File: src/rtl/cam_requester.sv
// cam_requester: initiator-side engine for the CAM read/write/search port set.
// Accepts one command at a time, pulses the matching CAM strobe for one cycle,
// waits (bounded by TIMEOUT) for the CAM result, then returns one response.
//
// Ports:
//   clk, reset                  clock, asynchronous active-high reset
//   cmd_valid_i / cmd_ready_o   command handshake
//   cmd_op_i                    00 read, 01 write, 10 search, 11 reserved
//   cmd_index_i, cmd_data_i     read/write index, write data / search key
//   read_o, read_index_o        CAM read strobe and index
//   write_o, write_index_o,
//   write_data_o                CAM write strobe, index and data
//   search_o, search_data_o     CAM search strobe and key
//   read_valid_i, read_value_i  CAM read result
//   search_valid_i,
//   search_index_i              CAM search hit and hit index
//   rsp_valid_o / rsp_ready_i   response handshake
//   rsp_op_o, rsp_hit_o,
//   rsp_data_o, rsp_timeout_o,
//   rsp_err_o                   response payload
//   busy_o                      engine not idle
module cam_requester #(
  parameter int unsigned DATA_WIDTH  = 32,
  parameter int unsigned INDEX_WIDTH = 5,
  parameter int unsigned TIMEOUT     = 16
) (
  input  logic                   clk,
  input  logic                   reset,
  input  logic                   cmd_valid_i,
  output logic                   cmd_ready_o,
  input  logic [1:0]             cmd_op_i,
  input  logic [INDEX_WIDTH-1:0] cmd_index_i,
  input  logic [DATA_WIDTH-1:0]  cmd_data_i,
  output logic                   read_o,
  output logic [INDEX_WIDTH-1:0] read_index_o,
  output logic                   write_o,
  output logic [INDEX_WIDTH-1:0] write_index_o,
  output logic [DATA_WIDTH-1:0]  write_data_o,
  output logic                   search_o,
  output logic [DATA_WIDTH-1:0]  search_data_o,
  input  logic                   read_valid_i,
  input  logic [DATA_WIDTH-1:0]  read_value_i,
  input  logic                   search_valid_i,
  input  logic [INDEX_WIDTH-1:0] search_index_i,
  output logic                   rsp_valid_o,
  input  logic                   rsp_ready_i,
  output logic [1:0]             rsp_op_o,
  output logic                   rsp_hit_o,
  output logic [DATA_WIDTH-1:0]  rsp_data_o,
  output logic                   rsp_timeout_o,
  output logic                   rsp_err_o,
  output logic                   busy_o
);

  localparam int unsigned CNT_W = 8;
  localparam logic [CNT_W-1:0] CNT_LAST = CNT_W'(TIMEOUT - 1);

  localparam logic [1:0] OP_READ   = 2'b00;
  localparam logic [1:0] OP_WRITE  = 2'b01;
  localparam logic [1:0] OP_SEARCH = 2'b10;
  localparam logic [1:0] OP_RSVD   = 2'b11;

  typedef enum logic [1:0] {
    S_IDLE  = 2'd0,
    S_ISSUE = 2'd1,
    S_WAIT  = 2'd2,
    S_RESP  = 2'd3
  } state_t;

  state_t                 state_q, state_d;
  logic [1:0]             op_q, op_d;
  logic [CNT_W-1:0]       cnt_q, cnt_d;

  logic                   cmd_ready_d, busy_d;
  logic                   read_d, write_d, search_d;
  logic [INDEX_WIDTH-1:0] read_index_d, write_index_d;
  logic [DATA_WIDTH-1:0]  write_data_d, search_data_d;
  logic                   rsp_valid_d, rsp_hit_d, rsp_timeout_d, rsp_err_d;
  logic [1:0]             rsp_op_d;
  logic [DATA_WIDTH-1:0]  rsp_data_d;
  logic                   result_valid;

  // Only the valid that belongs to the in-flight op is honoured.
  assign result_valid = (op_q == OP_READ) ? read_valid_i : search_valid_i;

  // Next-state and next-output logic; outputs are precomputed so they are
  // registered in the same edge as the state change.
  always_comb begin
    state_d       = state_q;
    op_d          = op_q;
    cnt_d         = cnt_q;
    read_d        = 1'b0;
    write_d       = 1'b0;
    search_d      = 1'b0;
    read_index_d  = read_index_o;
    write_index_d = write_index_o;
    write_data_d  = write_data_o;
    search_data_d = search_data_o;
    rsp_valid_d   = rsp_valid_o;
    rsp_op_d      = rsp_op_o;
    rsp_hit_d     = rsp_hit_o;
    rsp_data_d    = rsp_data_o;
    rsp_timeout_d = rsp_timeout_o;
    rsp_err_d     = rsp_err_o;

    case (state_q)
      S_IDLE: begin
        if (cmd_valid_i && cmd_ready_o) begin
          op_d          = cmd_op_i;
          read_index_d  = cmd_index_i;
          write_index_d = cmd_index_i;
          write_data_d  = cmd_data_i;
          search_data_d = cmd_data_i;
          read_d        = (cmd_op_i == OP_READ);
          write_d       = (cmd_op_i == OP_WRITE);
          search_d      = (cmd_op_i == OP_SEARCH);
          state_d       = S_ISSUE;
        end
      end

      // Reserved ops pass through ISSUE without a strobe so write and
      // reserved answers share the same two-cycle latency.
      S_ISSUE: begin
        if (op_q == OP_WRITE || op_q == OP_RSVD) begin
          state_d       = S_RESP;
          rsp_valid_d   = 1'b1;
          rsp_op_d      = op_q;
          rsp_hit_d     = (op_q == OP_WRITE);
          rsp_data_d    = '0;
          rsp_timeout_d = 1'b0;
          rsp_err_d     = (op_q == OP_RSVD);
        end else begin
          state_d = S_WAIT;
          cnt_d   = '0;
        end
      end

      // A valid in the final counted cycle still wins over the timeout.
      S_WAIT: begin
        if (result_valid) begin
          state_d       = S_RESP;
          rsp_valid_d   = 1'b1;
          rsp_op_d      = op_q;
          rsp_hit_d     = 1'b1;
          rsp_data_d    = (op_q == OP_READ) ? read_value_i
                                            : DATA_WIDTH'(search_index_i);
          rsp_timeout_d = 1'b0;
          rsp_err_d     = 1'b0;
        end else if (cnt_q == CNT_LAST) begin
          state_d       = S_RESP;
          rsp_valid_d   = 1'b1;
          rsp_op_d      = op_q;
          rsp_hit_d     = 1'b0;
          rsp_data_d    = '0;
          rsp_timeout_d = (op_q == OP_READ);
          rsp_err_d     = 1'b0;
        end else begin
          cnt_d = cnt_q + CNT_W'(1);
        end
      end

      S_RESP: begin
        if (rsp_ready_i) begin
          state_d       = S_IDLE;
          rsp_valid_d   = 1'b0;
          rsp_op_d      = '0;
          rsp_hit_d     = 1'b0;
          rsp_data_d    = '0;
          rsp_timeout_d = 1'b0;
          rsp_err_d     = 1'b0;
        end
      end

      default: state_d = S_IDLE;
    endcase

    cmd_ready_d = (state_d == S_IDLE);
    busy_d      = (state_d != S_IDLE);
  end

  // State, context and output registers.
  always_ff @(posedge clk or posedge reset) begin
    if (reset) begin
      state_q       <= S_IDLE;
      op_q          <= '0;
      cnt_q         <= '0;
      cmd_ready_o   <= 1'b1;
      busy_o        <= 1'b0;
      read_o        <= 1'b0;
      write_o       <= 1'b0;
      search_o      <= 1'b0;
      read_index_o  <= '0;
      write_index_o <= '0;
      write_data_o  <= '0;
      search_data_o <= '0;
      rsp_valid_o   <= 1'b0;
      rsp_op_o      <= '0;
      rsp_hit_o     <= 1'b0;
      rsp_data_o    <= '0;
      rsp_timeout_o <= 1'b0;
      rsp_err_o     <= 1'b0;
    end else begin
      state_q       <= state_d;
      op_q          <= op_d;
      cnt_q         <= cnt_d;
      cmd_ready_o   <= cmd_ready_d;
      busy_o        <= busy_d;
      read_o        <= read_d;
      write_o       <= write_d;
      search_o      <= search_d;
      read_index_o  <= read_index_d;
      write_index_o <= write_index_d;
      write_data_o  <= write_data_d;
      search_data_o <= search_data_d;
      rsp_valid_o   <= rsp_valid_d;
      rsp_op_o      <= rsp_op_d;
      rsp_hit_o     <= rsp_hit_d;
      rsp_data_o    <= rsp_data_d;
      rsp_timeout_o <= rsp_timeout_d;
      rsp_err_o     <= rsp_err_d;
    end
  end

endmodule
File: config.mk
export PLATFORM = sky130hd
export DESIGN_NAME = cam_requester
export DESIGN_NICKNAME = d
export VERILOG_FILES = /design/src/rtl/cam_requester.sv
export SDC_FILE = /design/constraint.sdc
export NUM_CORES = 1
export LEC_CHECK = 0
export ABC_CLOCK_PERIOD_IN_PS = 4900
export CORE_MARGIN = 2
export CORE_UTILIZATION = 44
export DETAILED_ROUTE_END_ITERATION = 8
export PLACE_DENSITY = 0.9
export SLEW_MARGIN = 20
export SYNTH_ARGS = -nofsm -noshare
export SYNTH_HDL_FRONTEND = slang
export SYNTH_SLANG_ARGS = --single-unit
export TNS_END_PERCENT = 100
File: constraint.sdc
create_clock -name clk -period 4.9 [get_ports clk]
set_input_delay 0.49 -clock clk [delete_from_list [all_inputs] [get_ports clk]]
set_output_delay 0.49 -clock clk [all_outputs]
set_load 0.005 [all_outputs]
==> flow_summary.yaml, run 1 <==
clock_network:
  clockRootBuffer: "sky130_fd_sc_hd__clkbuf_8"
  post-cts-setup-buffers: 0
  cts_tree: "done"
  clk-insertion-delay-late_ns: 0.37
  ctsResizeCount: 0
  numClockSinks: 92
  ctsHoldBuffers: 0
  cts_max_level: 3
  cts-root-to-sink-buffers: 2
  path_clk_slew_ns: 0.10
  number_of_buffers_added_by_the_clock_tree_synthesis_step: 9
global_route:
  combined_global_route_utilization_of_all_metal_layers_pct: 20.84
  met2_usage_pct: 35.65
  globalRouteMet1Util_pct: 25.89
  grt_overflow: 0
  antenna_found_initial: 0
  vias_in_the_first_global_route: 3463
  grt_start_max_net_pins: 55
  global_route_wire_length_before_repair_um: 16520
  gr-usage-met3_pct: 4.568
  top_usage_layer: "met2"
cells_and_area:
  post_route_cells_drive_above_1_share_pct: 6.039
  most-common-layout-cells: "sky130_fd_sc_hd__clkdlybuf4s50_1, sky130_fd_sc_hd__nand2_1, sky130_fd_sc_hd__dfrtp_1, sky130_fd_sc_hd__a22o_1, sky130_fd_sc_hd__o21ai_0"
  finalNetCount: 641
  area.growth.synth_to_final_pct: 48.73
  n_antenna_cell: 0
  most_common_library_cell_in_the_layout_ignoring_fill_and_taps: "sky130_fd_sc_hd__clkdlybuf4s50_1"
pwr:
  power_density_nw_per_um2: 545.2
  cellInternalPower_uw: 2127
  switchingPower_uw: 1138
  power_frac_clock_pct: 15.2
  sw_frac_of_total_pct: 34.85
  power.ir.vdd_worst_mv: 0.2580
  combPwrFrac_pct: 45.5
  seq_power_share_pct: 39.3
  p_leak_uw: 0.002725
worst_hold_path:
  min_path_cells: 2
  hp-class: "reg -> reg"
  worstHoldEndpoint: "rsp_timeout_o$_DFFE_PP0P_"
  holdCritStartpoint: "rsp_timeout_o$_DFFE_PP0P_"
critical_path:
  worstPathBufferInverterCount: 0
  worstSetupEndpointType: "register"
  worst_setup_path_start_kind: "register"
  critical_path.cell_chain: "ha_1 > and3_1 > a21bo_1 > a211oi_2 > a31oi_1 > a41o_1"
  worst_path_max_delay_cell: "sky130_fd_sc_hd__a211oi_2"
  r2r_end: "cnt_q[5]$_DFFE_PP0P_"
  reg2reg_from: "cnt_q[0]$_DFFE_PP0P_"
  critPathKind: "reg -> reg"
  regToRegSetupSlack_ns: 2.66
  timing.critical_path.arrival_ns: 2.50
  cpLargestDelayFamily: "compound AO/OA/AOI/OAI gates"
  r2r.worst_path.cells: 6
  critPathRequiredTime_ns: 5.15
  critical_path_peak_fanout: 9
  slowest_delay_ns: 0.53
sta:
  worst_pin_slew_ns: 0.8900
  relSlewSlack_pct: 40.60
  timing.final.setup_violations: 0
  timing.final.crit_share_pct: 45.78
  rsz0062_at_grt: "no"
  slew_viol_final: 0
  worst_clock_skew_ns: 0.01293
  post-route-min-period_ns: 2.243
  hold_violations: 0
  clock.fmax_ghz: 0.4458
  fin_setup_tns_ns: 0
  final.setup.worst_slack_ns: 2.657
flow_run:
  cap_viol_max_count: 0
synthesis:
  synth_seq_cells: 92
  number_of_synthesis_warnings: 0
  ys_async_sr_fraction_pct: 100.0
  synth_edf_count: 0
  syn_nets: 485
  synthCells: 402
  dominantRegCellSynth: "sky130_fd_sc_hd__dfrtp_1"
  synth_area_um2: 4026
  average_footprint_of_a_synthesized_cell_um2: 10.02
  yosysSeqAreaShare_pct: 57.21
  netlist-cell-type-count: 50
floorplanning:
  die_h_um: 99.66
  effective_utilization_at_floorplan_pct: 45.72
  die_area_um2: 9932
  die_w_um: 99.66
  io_pins: 199
  rows: 34
  coreArea_um2: 8806
place:
  preCtsSetupSlack_ns: 2.567
  numPortBuffers: 198
  post-dp-hpwl_um: 7694
  gp_routability_congestion: 0.8152
route:
  route.antenna.remaining_nets: 0
  vias: 3379
  post_dr_vias_cell: 5.036
  first_iter_violations: 133
  routed_length_per_instance_um: 15.34
  detail_route.first_pass.iterations: 4
  drt_drc_violations_left: 0
  detail_route.wirelength_um: 10290
status:
  status: "finished, final reports clean"
-- worst max path at each step --
| stage | depth (start not counted) | end | startpoint | slack [ns] |
|---|---|---|---|---|
| finish | 6 | cnt_q[5]$_DFFE_PP0P_ | cnt_q[0]$_DFFE_PP0P_ | 2.66 |
| floorplan | 1 | busy_o$_DFF_PP0_ | reset | 2.02 |
| detailed placement | 4 | search_o$_DFF_PP0_ | cmd_valid_i | 2.57 |
| global route | 6 | cnt_q[5]$_DFFE_PP0P_ | cnt_q[0]$_DFFE_PP0P_ | 2.52 |
| global placement | 4 | write_o$_DFF_PP0_ | cmd_valid_i | 2.64 |
| CTS | 6 | cnt_q[5]$_DFFE_PP0P_ | cnt_q[0]$_DFFE_PP0P_ | 2.69 |
-- worst register-to-register path, delay by kind of cell (launching register included) --
family | cells | cell delay (ns)
and+or+nand+nor | 1 | 0.26
adders and majority gates | 1 | 0.28
AOI/OAI and AO/OA | 4 | 1.14
DFF | 1 | 0.46
-- stage by stage --
stage / cell area, um^2 / total power, uW / std cells / hold WS, ns / util (%)
final: 5988 / 3265 / 671 / 0.4849 / 68.00
after floorplan: 4026 / 2039 / 402 / 0.4702 / -
after detailed placement: 5797 / 2791 / 655 / 0.4675 / 65.83
after global placement: 5797 / 2735 / 655 / 0.4628 / 65.83
after CTS: 5988 / 3291 / 671 / 0.4889 / 68.00
after global routing: 5988 / 3476 / 671 / 0.5247 / 68.00
-- state kept, by name, summed over array words and instances (netlist names) --
signal and cells:
rsp_data_o 32, search_data_o 32, cnt_q 8, write_index_o 5, op_q 2, rsp_op_o 2
state_q 2, busy_o 1, cmd_ready_o 1, read_o 1, rsp_err_o 1, rsp_hit_o 1
rsp_timeout_o 1, rsp_valid_o 1, search_o 1, write_o 1
-- routing by layer --
| metal | vias to the layer above | wire length [um] |
|---|---|---|
| li1 | 1610 | - |
| met1 | 1604 | 4314 |
| met2 | 149 | 5172 |
| met3 | 16 | 641 |
| met4 | 0 | 164 |
| met5 | - | 0 |
-- cell type report --
type                       count  area [um^2]
clock inverter                 7        67.56
fill                         655         2818
tap                          108        135.1
clock buffer                   9        123.9
timing repair buffer         202         2012
sequential                    92         2303
multi-input combinational    249         1330
inverter                       4        16.27
-- synth_stat cells, types with 2 or more instances --
library cell / count / area (um^2)
sky130_fd_sc_hd__a22o_1: 26 / 227.7
sky130_fd_sc_hd__o31ai_1: 2 / 15.01
sky130_fd_sc_hd__dfrtp_1: 91 / 2277
sky130_fd_sc_hd__clkbuf_1: 12 / 45.04
sky130_fd_sc_hd__buf_6: 2 / 22.52
sky130_fd_sc_hd__mux2i_1: 6 / 60.06
sky130_fd_sc_hd__or2b_1: 3 / 22.52
sky130_fd_sc_hd__nand2_1: 140 / 525.5
sky130_fd_sc_hd__nand3_1: 4 / 20.02
sky130_fd_sc_hd__a31o_2: 2 / 17.52
sky130_fd_sc_hd__inv_1: 4 / 15.01
sky130_fd_sc_hd__and3_1: 2 / 12.51
sky130_fd_sc_hd__buf_2: 5 / 25.02
sky130_fd_sc_hd__nand4_1: 2 / 12.51
sky130_fd_sc_hd__o21ai_0: 14 / 70.07
sky130_fd_sc_hd__buf_4: 38 / 285.3
sky130_fd_sc_hd__nor2_1: 9 / 33.78
sky130_fd_sc_hd__a21oi_1: 6 / 30.03
sky130_fd_sc_hd__nor3b_1: 3 / 22.52
-- power by group through the flow --
stage | clock, uW | sequential [uW] | combinational (uW)
after floorplan | 0 | 1240 | 797
after global placement | 0 | 1280 | 1460
after detailed placement | 0 | 1290 | 1500
after CTS | 502 | 1280 | 1510
after global routing | 538 | 1320 | 1620
final | 495 | 1280 | 1490
-- cells by family (layout without fill, tap and decap cells) --
| family | Yosys count | after routing | synth area share [%] |
|---|---|---|---|
| and+or+nand+nor | 178 | 178 | 19.20 |
| DFF | 92 | 92 | 57.21 |
| AOI/OAI and AO/OA | 64 | 64 | 12.03 |
| buffers and inverters | 61 | 222 | 9.757 |
| muxes | 6 | 6 | 1.492 |
| adders and majority gates | 1 | 1 | 0.3107 |
Note: power is estimated with default switching activity, not from simulation.
==> run 2: changes to the inputs <==
--- a/config.mk
+++ b/config.mk
@@ -5,11 +5,11 @@
 export SDC_FILE = /design/constraint.sdc
 export NUM_CORES = 1
 export LEC_CHECK = 0
-export ABC_CLOCK_PERIOD_IN_PS = 4900
+export ABC_CLOCK_PERIOD_IN_PS = 2100
 export CORE_MARGIN = 2
-export CORE_UTILIZATION = 44
+export CORE_UTILIZATION = 41
 export DETAILED_ROUTE_END_ITERATION = 8
-export PLACE_DENSITY = 0.9
+export PLACE_DENSITY = 0.84
 export SLEW_MARGIN = 20
 export SYNTH_ARGS = -nofsm -noshare
 export SYNTH_HDL_FRONTEND = slang
==> constraint.sdc (replaced) <==
create_clock -name clk -period 2.1 [get_ports clk]
set_input_delay 0.21 -clock clk [delete_from_list [all_inputs] [get_ports clk]]
set_output_delay 0.21 -clock clk [all_outputs]
set_load 0.005 [all_outputs]
==> flow_summary.yaml, run 2 (synthesis results as in run 1) <==
status:
  status: "finished, final reports clean"
route:
  vias: 3431
  post_dr_vias_cell: 4.867
  detail_route.wirelength_um: 10730
  first_iter_violations: 108
  drt_drc_violations_left: 0
  detail_route.first_pass.iterations: 4
  routed_length_per_instance_um: 15.22
  route.antenna.remaining_nets: 0
place:
  post-place-cells: 686
  numPortBuffers: 198
  preCtsSetupSlack_ns: -0.03492
  post-dp-hpwl_um: 7819
  gp_routability_congestion: 0.7596
critical_path:
  worst_path_max_delay_cell: "sky130_fd_sc_hd__or4_1"
  worstSetupEndpointType: "register"
  critPathRequiredTime_ns: 2.39
  slowest_delay_ns: 0.50
  critPathKind: "reg -> reg"
  reg2reg_from: "cnt_q[0]$_DFFE_PP0P_"
  worst_setup_path_startpoint: "cnt_q[0]$_DFFE_PP0P_"
  r2r.worst_path.cells: 6
  critical_path.cell_chain: "ha_2 > and3_2 > a21bo_1 > a211o_1 > or4_1 > nand2_1"
  worst_setup_path_start_kind: "register"
  critical_path_peak_fanout: 5
  timing.critical_path.arrival_ns: 2.37
floorplanning:
  die_area_um2: 10630
  coreArea_um2: 9639
  io_pins: 199
  effective_utilization_at_floorplan_pct: 41.77
  die_h_um: 103.1
  die_w_um: 103.1
  rows: 36
clock_network:
  cts_tree: "done"
  ctsHoldBuffers: 0
  clockRootBuffer: "sky130_fd_sc_hd__clkbuf_8"
  path_clk_slew_ns: 0.09
  numClockSinks: 92
  cts_max_level: 3
  number_of_buffers_added_by_the_clock_tree_synthesis_step: 9
  cts-root-to-sink-buffers: 2
  clk-insertion-delay-late_ns: 0.35
cells_and_area:
  layout_top_registers: "rsp_data_o: 32 flops, search_data_o: 32 flops, cnt_q: 8 flops"
  n_antenna_cell: 0
  finalNetCount: 650
  post_route_cells_drive_above_1_share_pct: 7.517
  final-instance-count-excl-fill: 705
  most-common-layout-cells: "sky130_fd_sc_hd__clkdlybuf4s50_1, sky130_fd_sc_hd__nand2_1, sky130_fd_sc_hd__dfrtp_1, sky130_fd_sc_hd__a22o_1, sky130_fd_sc_hd__o21ai_0"
  area.growth.synth_to_final_pct: 52.67
  layout.filler_cells: 817
  most_common_library_cell_in_the_layout_ignoring_fill_and_taps: "sky130_fd_sc_hd__clkdlybuf4s50_1"
global_route:
  grt_start_max_net_pins: 93
  antenna_found_initial: 0
  grt_overflow: 0
  combined_global_route_utilization_of_all_metal_layers_pct: 19.73
  vias_in_the_first_global_route: 3380
  global_route_wire_length_before_repair_um: 16280
sta:
  relSlewSlack_pct: 68.12
  slew_viol_final: 0
  worst_pin_slew_ns: 0.4764
  worst_clock_skew_ns: 0.008998
  final.setup.worst_slack_ns: 0.01764
  hold_violations: 0
  clock.fmax_ghz: 0.4802
  timing.final.setup_violations: 0
  rsz0062_at_grt: "yes"
  timing.final.crit_share_pct: 99.16
  fin_setup_tns_ns: 0
  post-route-min-period_ns: 2.082
worst_hold_path:
  hp-class: "in -> async"
pwr:
  power.ir.vdd_worst_mv: 0.6477
  p_leak_uw: 0.002786
  power_density_nw_per_um2: 1290
flow_run:
  cap_viol_max_count: 0
==> run 2: where the power goes <==
group | total, uW | internal (uW) | switching [uW]
clock | 1170 | 558 | 609
combinational | 3800 | 2290 | 1510
sequential | 2960 | 2410 | 548
==> run 2: final timing paths <==
path | endpoint | slack [ns]
worst max register to register | cnt_q[3]$_DFFE_PP0P_ | 0.02
worst max-delay path | cnt_q[3]$_DFFE_PP0P_ | 0.02
min in group clk | search_data_o[1]$_DFFE_PP0P_ | 0.37
max in group asynchronous | cmd_ready_o$_DFF_PP1_ | 1.39
worst min register to register | rsp_op_o[1]$_DFFE_PP0P_ | 0.49
worst min-delay path | search_data_o[1]$_DFFE_PP0P_ | 0.34
==> run 2: area by class of cell <==
| type | instances | area, um^2 | share of cell area [%] |
|---|---|---|---|
| Clock buffer | 13 | 138.9 | 2.259 |
| Clock inverter | 3 | 46.29 | 0.7531 |
| Inverter | 4 | 18.77 | 0.3053 |
| Multi-Input combinational cell | 249 | 1356 | 22.06 |
| Sequential cell | 92 | 2303 | 37.47 |
| Tap cell | 133 | 166.4 | 2.707 |
| Timing Repair Buffer | 211 | 2117 | 34.44 |
==> run 2: through the flow <==
| step | power, uW | hold WS, ns | utilization (%) | instance area, um^2 |
|---|---|---|---|---|
| floorplan | 4758 | 0.2798 | - | 4030 |
| global placement | 6513 | 0.4617 | 61.40 | 5918 |
| detailed placement | 6666 | 0.4714 | 61.40 | 5918 |
| CTS | 7886 | 0.3492 | 63.40 | 6111 |
| global route | 8480 | 0.3724 | 63.77 | 6147 |
| finish | 7929 | 0.3393 | 63.77 | 6147 |
==> run 2: per-layer routing <==
layer	GRT usage (%)	share of wire (%)	vias up
met5	0	0	-
met4	7.490	1.5	0
met3	4.407	6.5	18
met2	33.92	51	139
met1	24.27	41	1649
li1	-	-	1625
==> run 2: what timing repair did <==
action	4_1_cts	5_1_grt
resized for setup	1	4
setup endpoints to repair	4	41
pin swaps	0	2
setup buffers	0	3
==> run 2: worst max-delay path, delay by kind of cell, from the launching register on <==
family / cells / cell delay (ns)
AOI/OAI and AO/OA: 2 / 0.55
DFF: 1 / 0.40
adders and majority gates: 1 / 0.21
and+or+nand+nor: 3 / 0.84
==> run 3: changes to the inputs <==
--- a/config.mk
+++ b/config.mk
@@ -5,11 +5,11 @@
 export SDC_FILE = /design/constraint.sdc
 export NUM_CORES = 1
 export LEC_CHECK = 0
-export ABC_CLOCK_PERIOD_IN_PS = 2100
+export ABC_CLOCK_PERIOD_IN_PS = 1700
 export CORE_MARGIN = 2
-export CORE_UTILIZATION = 41
+export CORE_UTILIZATION = 37
 export DETAILED_ROUTE_END_ITERATION = 8
-export PLACE_DENSITY = 0.84
+export PLACE_DENSITY = 0.81
 export SLEW_MARGIN = 20
 export SYNTH_ARGS = -nofsm -noshare
 export SYNTH_HDL_FRONTEND = slang
==> constraint.sdc (replaced) <==
create_clock -name clk -period 1.7 [get_ports clk]
set_input_delay 0.17 -clock clk [delete_from_list [all_inputs] [get_ports clk]]
set_output_delay 0.17 -clock clk [all_outputs]
set_load 0.005 [all_outputs]
==> flow_summary.yaml, run 3 (synthesis results as in run 1) <==
status:
  status: "complete, but fails checks"
  failing_checks: "setup timing"
sta:
  hold_violations: 0
  timing.final.setup_violations: 36
  relSlewSlack_pct: 65.92
  worst_clock_skew_ns: 0.01009
  fin_setup_tns_ns: -2.410
  final.setup.worst_slack_ns: -0.1897
  timing.final.crit_share_pct: 111.2
  worst_pin_slew_ns: 0.5092
  post-route-min-period_ns: 1.890
  rsz0062_at_grt: "yes"
  clock.fmax_ghz: 0.5292
  slew_viol_final: 0
  timing.hold.ws_ns: 0.2630
pwr:
  p_leak_uw: 0.002951
  power.ir.vdd_worst_mv: 0.7878
  power_density_nw_per_um2: 1633
floorplanning:
  coreArea_um2: 10750
  die_h_um: 108.3
  io_pins: 199
  die_area_um2: 11730
  die_w_um: 108.3
  rows: 38
  effective_utilization_at_floorplan_pct: 37.47
clock_network:
  clk-insertion-delay-late_ns: 0.36
  ctsHoldBuffers: 0
  numClockSinks: 92
  number_of_buffers_added_by_the_clock_tree_synthesis_step: 9
  cts-root-to-sink-buffers: 2
  cts_max_level: 3
  clockRootBuffer: "sky130_fd_sc_hd__clkbuf_8"
  path_clk_slew_ns: 0.09
  cts_tree: "done"
critical_path:
  worst_setup_path_start_kind: "register"
  slowest_delay_ns: 0.43
  worstSetupEndpointType: "register"
  timing.critical_path.arrival_ns: 2.19
  critical_path.cell_chain: "ha_2 > and3_4 > a21bo_4 > a211o_1 > or4_1 > nand2_1"
  cpLargestDelayFamily: "simple AND/OR/NAND/NOR gates"
  worst_path_max_delay_cell: "sky130_fd_sc_hd__or4_1"
  critPathRequiredTime_ns: 2.00
  critPathKind: "reg -> reg"
  regToRegSetupSlack_ns: -0.19
  critical_path_peak_fanout: 4
  worstPathBufferInverterCount: 0
cells_and_area:
  finish.utilization_pct: 60.20
  finalNetCount: 676
  post_route_cells_drive_above_1_share_pct: 13.88
  most-common-layout-cells: "sky130_fd_sc_hd__clkdlybuf4s50_1, sky130_fd_sc_hd__nand2_1, sky130_fd_sc_hd__dfrtp_1, sky130_fd_sc_hd__buf_4, sky130_fd_sc_hd__a22o_1"
  layout_top_registers: "rsp_data_o: 32 flops, search_data_o: 32 flops, cnt_q: 8 flops"
  most_common_library_cell_in_the_layout_ignoring_fill_and_taps: "sky130_fd_sc_hd__clkdlybuf4s50_1"
  n_antenna_cell: 0
  area.growth.synth_to_final_pct: 60.66
  layout.filler_cells: 941
place:
  post-dp-hpwl_um: 7980
  numPortBuffers: 198
  preCtsSetupSlack_ns: -0.2445
  gp_routability_congestion: 0.8053
flow_run:
  cap_viol_max_count: 0
route:
  vias: 3532
  routed_length_per_instance_um: 14.91
  detail_route.wirelength_um: 11000
  detail_route.first_pass.iterations: 4
  first_iter_violations: 239
  post_dr_vias_cell: 4.786
  drt_drc_violations_left: 0
  route.antenna.remaining_nets: 0
global_route:
  grt_overflow: 0
  grt_start_max_net_pins: 93
  vias_in_the_first_global_route: 3526
  antenna_found_initial: 0
  global_route_wire_length_before_repair_um: 17070
  combined_global_route_utilization_of_all_metal_layers_pct: 18.67
worst_hold_path:
  hp-class: "in -> async"
==> run 3: layout make-up <==
| cell class | instances | area [um^2] | area share (%) |
|---|---|---|---|
| clock buffers | 12 | 145.1 | 2.244 |
| well taps | 140 | 175.2 | 2.708 |
| multi-input cells | 249 | 1425 | 22.03 |
| inverters | 4 | 18.77 | 0.2901 |
| clock inverters | 4 | 72.57 | 1.122 |
| repair buffers | 237 | 2327 | 35.98 |
| flip-flops and latches | 92 | 2305 | 35.63 |
==> run 3: metrics by stage <==
stage               instances  power, uW  cell area [um^2]
global placement          711       8312              6080
global route              738      11280              6469
finish                    738      10570              6469
CTS                       732      10330              6364
floorplan                 402       6033              4073
detailed placement        711       8517              6080
==> run 3: per-layer routing <==
layer,track usage [%],share of wire (%),vias to the layer above
li1,-,-,1681
met1,21.50,38,1704
met2,33.87,54,129
met3,5.003,6.3,18
met4,5.586,1.6,0
met5,0,0,-
==> run 3: timing repair <==
action,CTS,global route
setup buffers,5,7
pin swaps,5,4
endpoints found under the setup margin,45,70
gates resized for setup,7,20
==> run 3: worst paths after layout <==
check                                        start                           end  depth (start not counted)
setup reg to reg              cnt_q[0]$_DFFE_PP0P_          cnt_q[3]$_DFFE_PP0P_                          6
hold / removal                               reset  search_data_o[1]$_DFFE_PP0P_                          3
min in group clk                     cmd_data_i[1]  search_data_o[1]$_DFFE_PP0P_                          3
hold reg to reg            rsp_valid_o$_DFFE_PP0P_       rsp_valid_o$_DFFE_PP0P_                          2
setup / recovery              cnt_q[0]$_DFFE_PP0P_          cnt_q[3]$_DFFE_PP0P_                          6
max in group asynchronous                    reset           op_q[0]$_DFFE_PP0P_                          3
==> run 3: where the power goes <==
part | internal [uW] | leakage [uW] | switching, uW
Clock | 868 | 0.000107 | 735
Combinational | 3260 | 0.00164 | 2100
Sequential | 2990 | 0.00120 | 618
Total | 7110 | 0.00295 | 3450
==> run 3: worst register-to-register path: cells and delay by family (launching register included) <==
kind,cells,cell delay [ns]
simple gates,3,0.71
compound gates,2,0.54
flops,1,0.41
fa+ha+maj,1,0.20
